$ cat src/rtl/config_frame_arbiter_if.sv
// Frame handshake bundle between the two frame sources, the arbiter and the configuration engine.
// The arbiter connects through the slave modport; the driving side uses master.
interface config_frame_arbiter_if #(
  parameter int unsigned FRAME_W = 160
);
  logic               uart_frame_ready;
  logic [FRAME_W-1:0] uart_frame_data;
  logic               loc_req;
  logic [FRAME_W-1:0] loc_frame_data;
  logic               loc_ack;
  logic               cfg_start;
  logic [FRAME_W-1:0] cfg_frame;
  logic               cfg_done;
  logic               grant_src;
  logic               busy;
  logic               uart_overflow;
  logic               cfg_timeout;
  logic               clear_status;

  modport master (
    output uart_frame_ready, uart_frame_data, loc_req, loc_frame_data,
           cfg_done, clear_status,
    input  loc_ack, cfg_start, cfg_frame, grant_src, busy,
           uart_overflow, cfg_timeout
  );

  modport slave (
    input  uart_frame_ready, uart_frame_data, loc_req, loc_frame_data,
           cfg_done, clear_status,
    output loc_ack, cfg_start, cfg_frame, grant_src, busy,
           uart_overflow, cfg_timeout
  );
endinterface

$ cat src/rtl/config_frame_arbiter.sv
// Round-robin arbiter sharing the configuration engine between a buffered UART
// frame source and a local request/ack source, with done timeout and sticky status.
module config_frame_arbiter #(
  parameter int unsigned FRAME_W        = 160,
  parameter int unsigned TIMEOUT_CYCLES = 65535,
  parameter int unsigned TMO_W          = 16
) (
  input  logic                   clk,
  input  logic                   reset_n,
  config_frame_arbiter_if.slave  bus
);

  typedef enum logic [1:0] {IDLE, ISSUE, WAIT_DONE} state_t;

  localparam logic [TMO_W-1:0] TMO_LAST = TMO_W'(TIMEOUT_CYCLES - 1);

  state_t             state;
  logic               uart_pending;
  logic [FRAME_W-1:0] uart_buf;
  logic               last_grant;
  logic [TMO_W-1:0]   timer;
  logic [FRAME_W-1:0] frame_q;
  logic               grant_q;
  logic               start_q;
  logic               overflow_q;
  logic               timeout_q;
  logic               pick_uart;
  logic               pick_loc;

  // Tie goes to the source that did not win last time.
  always_comb begin
    pick_uart = 1'b0;
    pick_loc  = 1'b0;
    if (state == IDLE) begin
      if (uart_pending && (!bus.loc_req || last_grant))
        pick_uart = 1'b1;
      else if (bus.loc_req)
        pick_loc = 1'b1;
    end
  end

  always_ff @(posedge clk or negedge reset_n) begin
    if (!reset_n) begin
      state        <= IDLE;
      uart_pending <= 1'b0;
      uart_buf     <= '0;
      last_grant   <= 1'b1;
      timer        <= '0;
      frame_q      <= '0;
      grant_q      <= 1'b0;
      start_q      <= 1'b0;
      overflow_q   <= 1'b0;
      timeout_q    <= 1'b0;
    end else begin
      start_q <= 1'b0;

      // Clear first so a set event later in this block takes priority.
      if (bus.clear_status) begin
        overflow_q <= 1'b0;
        timeout_q  <= 1'b0;
      end

      case (state)
        IDLE: begin
          if (pick_uart || pick_loc) begin
            frame_q    <= pick_uart ? uart_buf : bus.loc_frame_data;
            grant_q    <= pick_loc;
            last_grant <= pick_loc;
            start_q    <= 1'b1;
            state      <= ISSUE;
          end
        end
        ISSUE: begin
          timer <= '0;
          state <= WAIT_DONE;
        end
        WAIT_DONE: begin
          if (bus.cfg_done) begin
            state <= IDLE;
          end else if (timer == TMO_LAST) begin
            timeout_q <= 1'b1;
            state     <= IDLE;
          end else begin
            timer <= timer + 1'b1;
          end
        end
        default: state <= IDLE;
      endcase

      // A pulse arriving while the buffer is being consumed refills it.
      if (bus.uart_frame_ready) begin
        if (!uart_pending || pick_uart) begin
          uart_buf     <= bus.uart_frame_data;
          uart_pending <= 1'b1;
        end else begin
          overflow_q <= 1'b1;
        end
      end else if (pick_uart) begin
        uart_pending <= 1'b0;
      end
    end
  end

  assign bus.loc_ack       = pick_loc;
  assign bus.cfg_start     = start_q;
  assign bus.cfg_frame     = frame_q;
  assign bus.grant_src     = grant_q;
  assign bus.busy          = (state != IDLE);
  assign bus.uart_overflow = overflow_q;
  assign bus.cfg_timeout   = timeout_q;

endmodule

$ cat src/flat_wrapper.sv
// flat-port wrapper written by rule: the top's interface ports become plain ports
module config_frame_arbiter_flat 
#(
  parameter int unsigned FRAME_W        = 160,
  parameter int unsigned TIMEOUT_CYCLES = 65535,
  parameter int unsigned TMO_W          = 16
)
  (clk, reset_n, bus_uart_frame_ready, bus_uart_frame_data, bus_loc_req, bus_loc_frame_data, bus_cfg_done, bus_clear_status, bus_loc_ack, bus_cfg_start, bus_cfg_frame, bus_grant_src, bus_busy, bus_uart_overflow, bus_cfg_timeout);
  config_frame_arbiter_if #(.FRAME_W(FRAME_W)) bus_i ();
  input  logic clk;
  input  logic reset_n;
  input wire logic [$bits(bus_i.uart_frame_ready)-1:0] bus_uart_frame_ready;
  input wire logic [$bits(bus_i.uart_frame_data)-1:0] bus_uart_frame_data;
  input wire logic [$bits(bus_i.loc_req)-1:0] bus_loc_req;
  input wire logic [$bits(bus_i.loc_frame_data)-1:0] bus_loc_frame_data;
  input wire logic [$bits(bus_i.cfg_done)-1:0] bus_cfg_done;
  input wire logic [$bits(bus_i.clear_status)-1:0] bus_clear_status;
  output wire logic [$bits(bus_i.loc_ack)-1:0] bus_loc_ack;
  output wire logic [$bits(bus_i.cfg_start)-1:0] bus_cfg_start;
  output wire logic [$bits(bus_i.cfg_frame)-1:0] bus_cfg_frame;
  output wire logic [$bits(bus_i.grant_src)-1:0] bus_grant_src;
  output wire logic [$bits(bus_i.busy)-1:0] bus_busy;
  output wire logic [$bits(bus_i.uart_overflow)-1:0] bus_uart_overflow;
  output wire logic [$bits(bus_i.cfg_timeout)-1:0] bus_cfg_timeout;
  assign bus_i.uart_frame_ready = bus_uart_frame_ready;
  assign bus_i.uart_frame_data = bus_uart_frame_data;
  assign bus_i.loc_req = bus_loc_req;
  assign bus_i.loc_frame_data = bus_loc_frame_data;
  assign bus_i.cfg_done = bus_cfg_done;
  assign bus_i.clear_status = bus_clear_status;
  assign bus_loc_ack = bus_i.loc_ack;
  assign bus_cfg_start = bus_i.cfg_start;
  assign bus_cfg_frame = bus_i.cfg_frame;
  assign bus_grant_src = bus_i.grant_src;
  assign bus_busy = bus_i.busy;
  assign bus_uart_overflow = bus_i.uart_overflow;
  assign bus_cfg_timeout = bus_i.cfg_timeout;
  config_frame_arbiter #(.FRAME_W(FRAME_W), .TIMEOUT_CYCLES(TIMEOUT_CYCLES), .TMO_W(TMO_W)) u_core (.clk(clk), .reset_n(reset_n), .bus(bus_i));
endmodule
$ cat config.mk
export PLATFORM = sky130hd
export DESIGN_NAME = config_frame_arbiter_flat
export DESIGN_NICKNAME = d
export VERILOG_FILES = /design/src/rtl/config_frame_arbiter_if.sv /design/src/rtl/config_frame_arbiter.sv /design/src/flat_wrapper.sv
export SDC_FILE = /design/constraint.sdc
export NUM_CORES = 1
export LEC_CHECK = 0
export ABC_CLOCK_PERIOD_IN_PS = 2350
export CAP_MARGIN = 20
export CORE_AREA = 2 2 191 193
export DETAILED_ROUTE_END_ITERATION = 10
export DIE_AREA = 0 0 193 195
export GPL_TIMING_DRIVEN = 0
export PLACE_DENSITY = 0.82
export SYNTH_ARGS = -nofsm -noshare
export SYNTH_HDL_FRONTEND = slang
export SYNTH_SLANG_ARGS = --single-unit
export TNS_END_PERCENT = 1
$ cat constraint.sdc
create_clock -name clk -period 2.35 [get_ports clk]
set_input_delay 0.47 -clock clk [delete_from_list [all_inputs] [get_ports clk]]
set_output_delay 0.47 -clock clk [all_outputs]
set_load 0.01 [all_outputs]
==> results of run 1 <==
==> routing by layer <==
| layer | part of all wire [%] | track usage (%) | routed length [um] | up-vias |
|---|---|---|---|---|
| met2 | 48 | 40.1 | 22300 | 481 |
| met1 | 39 | 29.4 | 17800 | 5520 |
| met5 | 0.089 | 0 | 41 | - |
| met4 | 5.4 | 12.3 | 2510 | 6 |
| li1 | - | - | - | 5113 |
| met3 | 7.8 | 6.33 | 3630 | 141 |
==> cells by family (layout without fill, tap and decap cells) <==
logic type,Yosys count,in the layout,share of synthesized area [%]
other,0,3,0
DFF,344,344,61.5
and+or+nand+nor,377,377,11.0
AOI/OAI and AO/OA,179,179,8.16
buffers and inverters,81,644,2.85
muxes,171,171,16.3
adders and majority gates,2,2,0.179
==> path summary, 6_finish.rpt <==
| kind | startpoint | end | slack [ns] |
|---|---|---|---|
| max in group asynchronous | reset_n | u_core.uart_buf[149] | 0.62 |
| max | u_core.state[1] | bus_loc_ack | 0.04 |
| min in group clk | u_core.bus.grant_src | u_core.bus.grant_src | 0.49 |
| max reg2reg | u_core.state[1] | u_core.bus.cfg_frame[64] | 0.12 |
| min reg2reg | u_core.bus.grant_src | u_core.bus.grant_src | 0.49 |
| min | reset_n | u_core.bus.cfg_frame[89] | 0.45 |
==> area by class of cell <==
type / instances / area (um^2)
multi-input combinational: 729 / 5000
fill: 2807 / 14500
timing repair buffer: 497 / 5020
tap: 461 / 577
buffer: 74 / 400
clock inverter: 11 / 146
antenna: 3 / 7.51
sequential: 344 / 8610
clock buffer: 55 / 1110
inverter: 7 / 26.3
==> layout by cell type, fill, tap and decap left out, types with 18 or more instances in the layout <==
cell type,count
mux2_2,60
clkbuf_16,40
nor2_1,325
mux2_4,100
dfrtp_1,341
clkdlybuf4s50_1,488
o22ai_1,161
clkbuf_1,54
nand2_1,18
==> where the power goes <==
| group | internal (mW) | total (mW) | switching (mW) |
|---|---|---|---|
| logic | 6.83 | 13.0 | 6.15 |
| registers | 8.90 | 10.7 | 1.76 |
| clock network | 3.61 | 6.01 | 2.40 |
| total | 19.3 | 29.6 | 10.3 |
==> sequential cells by signal, indices dropped and copies added (netlist names), 2 cells and up <==
register and count:
u_core.bus.cfg_frame 160, u_core.state 2, u_core.timer 16, u_core.uart_buf 160
==> what timing repair did <==
item / 4_1_cts / 5_1_grt
setup endpoints to repair: 209 / 23
setup buffers: 2 / 0
hold endpoints to repair: 50 / 0
hold buffers: 1 / 0
pin swaps: 2 / 0
gates resized for setup: 16 / 3
==> metrics by stage <==
step	utilization [%]	instances	power [mW]	cell area, um^2
2_1_floorplan	-	1154	17.5	14000
3_3_place_gp	55.1	2106	23.1	19500
3_5_place_dp	55.3	2109	23.6	19600
4_1_cts	59.0	2178	29.8	20900
5_1_grt	59.0	2181	31.3	20900
6_report	59.0	2181	29.6	20900
==> flow_summary.ini, run 1 <==
[yosys]
yosysWarnings = 0
synth_area_mm2 = 0.0140
ys_types = 36
synthCells = 1154
netlist_top_cells_count = dfrtp_1, nor2_1, o22ai_1, mux2_4, mux2_2
yosysSeqAreaShare_pct = 61.5
synth_area_leaders = dfrtp_1, mux2_4, nor2_1, o22ai_1, mux2_2
synth_edf_count = 0
yosys.area.top_type = dfrtp_1
synth_most_common_cell = dfrtp_1
synthArstFlopShare_pct = 100
ys_ff_latch = 344
syn_area_per_cell_um2 = 12.1
synth_top_area_share_pct = 61.3
synthFlopType = dfrtp_1
synth_nets = 1482

[drt]
dr_total_vias = 11261
finalWirelength_um = 46300
drt_iter0_markers = 562
drc_errors = 0
antenna_left = 0
wl_per_cell_um = 21.2
dr.pass1.iters = 5
viasPerCell = 5.16

[worst_setup_path]
r2r_cells = 7
critPathArrivalTime_ns = 1.84
crit_chain = nor2_4 > nand3_4 > clkbuf_16 > inv_1 > buf_2
cp_slowest_cell = dfrtp_2
cp.buffers_inverters = 3
critPathMaxStageDelay_ns = 0.46
endpoint_kind = output pin
crit_path_start_kind = flop
worstPathMaxFanout = 10
critPathKind = flop to output pin
worst-path-stages = 5
required_ns = 1.88
worst_path_dominant_cell_family = buffers and inverters

[grt]
grt_max_degree = 107
track_usage_pct = 24.3
first_global_vias = 12091
overflow = 0
grt_first_pass_wirelength_um = 69500
antenna_found_initial = 7

[timing]
min_period_over_period_pct = 98.2
hold_ws_ns = 0.447
fin_skew_ns = 0.00992
fin_setup_tns_ns = 0
slew_violations = 0
max_freq_ghz = 0.433
rsz0062_at_grt = yes
min_period_ns = 2.31
hold_viol = 0
worst_slew_pin_slew_ns = 0.760
setup_slack_ns = 0.0415
setup_violations = 0
slew_headroom_pct = 49.2

[clock_tree]
insertion_delay_ns = 0.53
cts_buffer_depth = 3
h-tree-depth = 2
clockRootBuffer = clkbuf_16
cts_buffers = 38
cts_tree = done
cts_sinks = 344
clk_pin_slew_ns = 0.06

[floorplanning]
die_area_mm2 = 0.0376
initial_core_util_pct = 39.5
io_pins = 492
dieWidth_um = 193
rows = 69
core_area_mm2 = 0.0354
dieHeight_um = 195

[place]
gp_congestion = 0.903
io_buffers = 491
post-place-ws_ns = -1.12
dp.final_hpwl_um = 34100

[hold_path]
min_path_type = input pin to asynchronous set/reset pin

[pwr]
powerDensity_mw_per_mm2 = 1420
ir_drop_mv = 0.876
p_leak_nw = 8.96

[status]
status = completed

[layout]
area_growth_pct = 49.3
fin_nets = 2019
layout-drive-gt1-share_pct = 15.1

[run]
cap_violations = 0
Power figures use the tool's default switching activity.
==> run 2: changes to the inputs <==
- ABC_CLOCK_PERIOD_IN_PS: 2350 -> 2600
- clock period: 2.35 -> 2.6 ns (I/O delays scaled with it)
==> run 2 against run 1 <==
  * Final cell count decreased by 0.14%
  * Largest cell class unchanged
  * Non-clock buffer count decreased by 3
  * Clock skew increased by 0.0014 ns
  * Combinational power decreased by 10%
  * Power decreased by 9.7%
  * Core utilization decreased by 0.074 points
==> flow_summary.ini, run 2 (same netlist as run 1, synthesis figures left out) <==
[clock_tree]
clk_pin_slew_ns = 0.06
cts_buffers = 38
clockRootBuffer = clkbuf_16
cts_sinks = 344
cts_tree = done
cts_buffer_depth = 3
h-tree-depth = 2
insertion_delay_ns = 0.53
post_cts_buffers = 0

[hold_path]
min_path_type = flop to flop

[timing]
slew_headroom_pct = 49.0
slew_violations = 0
rsz0062_at_grt = no
min_period_over_period_pct = 95.8
fin_setup_tns_ns = 0
max_freq_ghz = 0.402
min_period_ns = 2.49
hold_viol = 0
worst_slew_pin_slew_ns = 0.763
setup_violations = 0
fin_skew_ns = 0.0113
hold_ws_ns = 0.492

[drt]
drc_errors = 0
dr.pass1.iters = 5
wl_per_cell_um = 21.1
drt_iter0_markers = 604
viasPerCell = 5.19
dr_total_vias = 11294
finalWirelength_um = 46000
antenna_left = 0

[pwr]
p_leak_nw = 8.93
ir_drop_mv = 0.793
powerDensity_mw_per_mm2 = 1280

[grt]
first_global_vias = 12079
grt_max_degree = 107
overflow = 0
grt_first_pass_wirelength_um = 69300
antenna_found_initial = 7
track_usage_pct = 24.2

[run]
cap_violations = 0

[floorplanning]
dieWidth_um = 193
core_area_mm2 = 0.0354
initial_core_util_pct = 39.5
die_area_mm2 = 0.0376
dieHeight_um = 195
io_pins = 492
rows = 69

[place]
gp_congestion = 0.903
dp.final_hpwl_um = 34100
io_buffers = 491
postPlaceCellArea_mm2 = 0.0196

[worst_setup_path]
endpoint_kind = flop
critPathKind = input pin to flop
critPathArrivalTime_ns = 2.94
required_ns = 3.05
crit_path_start_kind = input pin
worstPathMaxFanout = 10

[status]
status = completed

[layout]
layout_commonest_cell = clkdlybuf4s50_1
layout_common_cells = clkdlybuf4s50_1, dfrtp_1, nor2_1
area_growth_pct = 49.1
layout-drive-gt1-share_pct = 14.8
n_fill_cell = 2810
finalInstanceArea_mm2 = 0.0209
fin_nets = 2016
run 2: changes by cell type in the layout (fill, tap and decap cells not counted), sizes merged:
| cell | previous run | this run |
|---|---|---|
| clkdlybuf4s50 | 488 | 489 |
| buf | 30 | 28 |
| clkbuf | 106 | 105 |
| dlymetal6s2s | 1 | 0 |
run 2: path summary, 6_finish.rpt:
check,start,to,slack (ns),depth (start not counted)
min reg2reg,u_core.bus.grant_src,u_core.bus.grant_src,0.49,1
min in group asynchronous,reset_n,u_core.bus.cfg_frame[89],0.50,2
max reg2reg,u_core.last_grant,u_core.bus.cfg_frame[100],0.25,6
max,bus_loc_req,u_core.bus.cfg_frame[100],0.11,7
max in group asynchronous,reset_n,u_core.uart_buf[149],0.82,4
min,u_core.bus.grant_src,u_core.bus.grant_src,0.49,1
run 2: where the power goes:
group	total [mW]	switching (mW)	leakage, nW	internal, mW
sequential	9.64	1.59	3.97	8.05
clock	5.43	2.17	0.609	3.26
combinational	11.7	5.54	4.35	6.15
total	26.8	9.31	8.93	17.5
run 2: routing by layer:
metal,global-route usage (%),share of wire (%),vias to the layer above
met2,39.8,48,490
met1,29.2,38,5544
met4,12.5,5.6,6
met5,0,0.089,-
li1,-,-,5109
met3,6.34,7.9,145
run 2: final cells by class:
class	count	area, um^2	share of cell area (%)
sequential	344	8610	41.3
inverter	7	26.3	0.126
multi-input combinational	729	5000	24.0
antenna	3	7.51	0.0360
tap	461	577	2.76
clock buffer	55	1110	5.30
timing repair buffer	495	5010	24.0
buffer	73	392	1.88
clock inverter	11	146	0.701
run 2: worst max-delay path, stage by stage:
cell	delay (ns)
clkdlybuf4s50_1	0.58
nand2b_1	0.08
nand3_1	0.14
clkbuf_1	0.59
clkbuf_1	0.58
o22ai_1	0.30
nor2_1	0.15
run 2: per-stage QoR:
step | cells | setup slack [ns] | util (%) | total power [mW]
after global placement | 2106 | -13.77 | 55.1 | 20.9
after CTS | 2175 | 0.0797 | 58.9 | 26.9
after global routing | 2178 | 0.00151 | 59.0 | 28.2
after floorplan | 1154 | 0.824 | - | 15.8
final | 2178 | 0.110 | 59.0 | 26.8
after detailed placement | 2109 | -0.974 | 55.3 | 21.3
run 2: timing repair:
action                                 CTS  global route
endpoints found under the hold margin   50             0
pin swaps                                2             0
hold buffers                             1             0
resized for setup                       12             2
setup endpoints to repair               89             3
==> run 3: changes to the inputs <==
- CAP_MARGIN: 20 -> 30
==> results of run 3 <==
No change in the layout: final DEF, timing and power equal those of run 2.
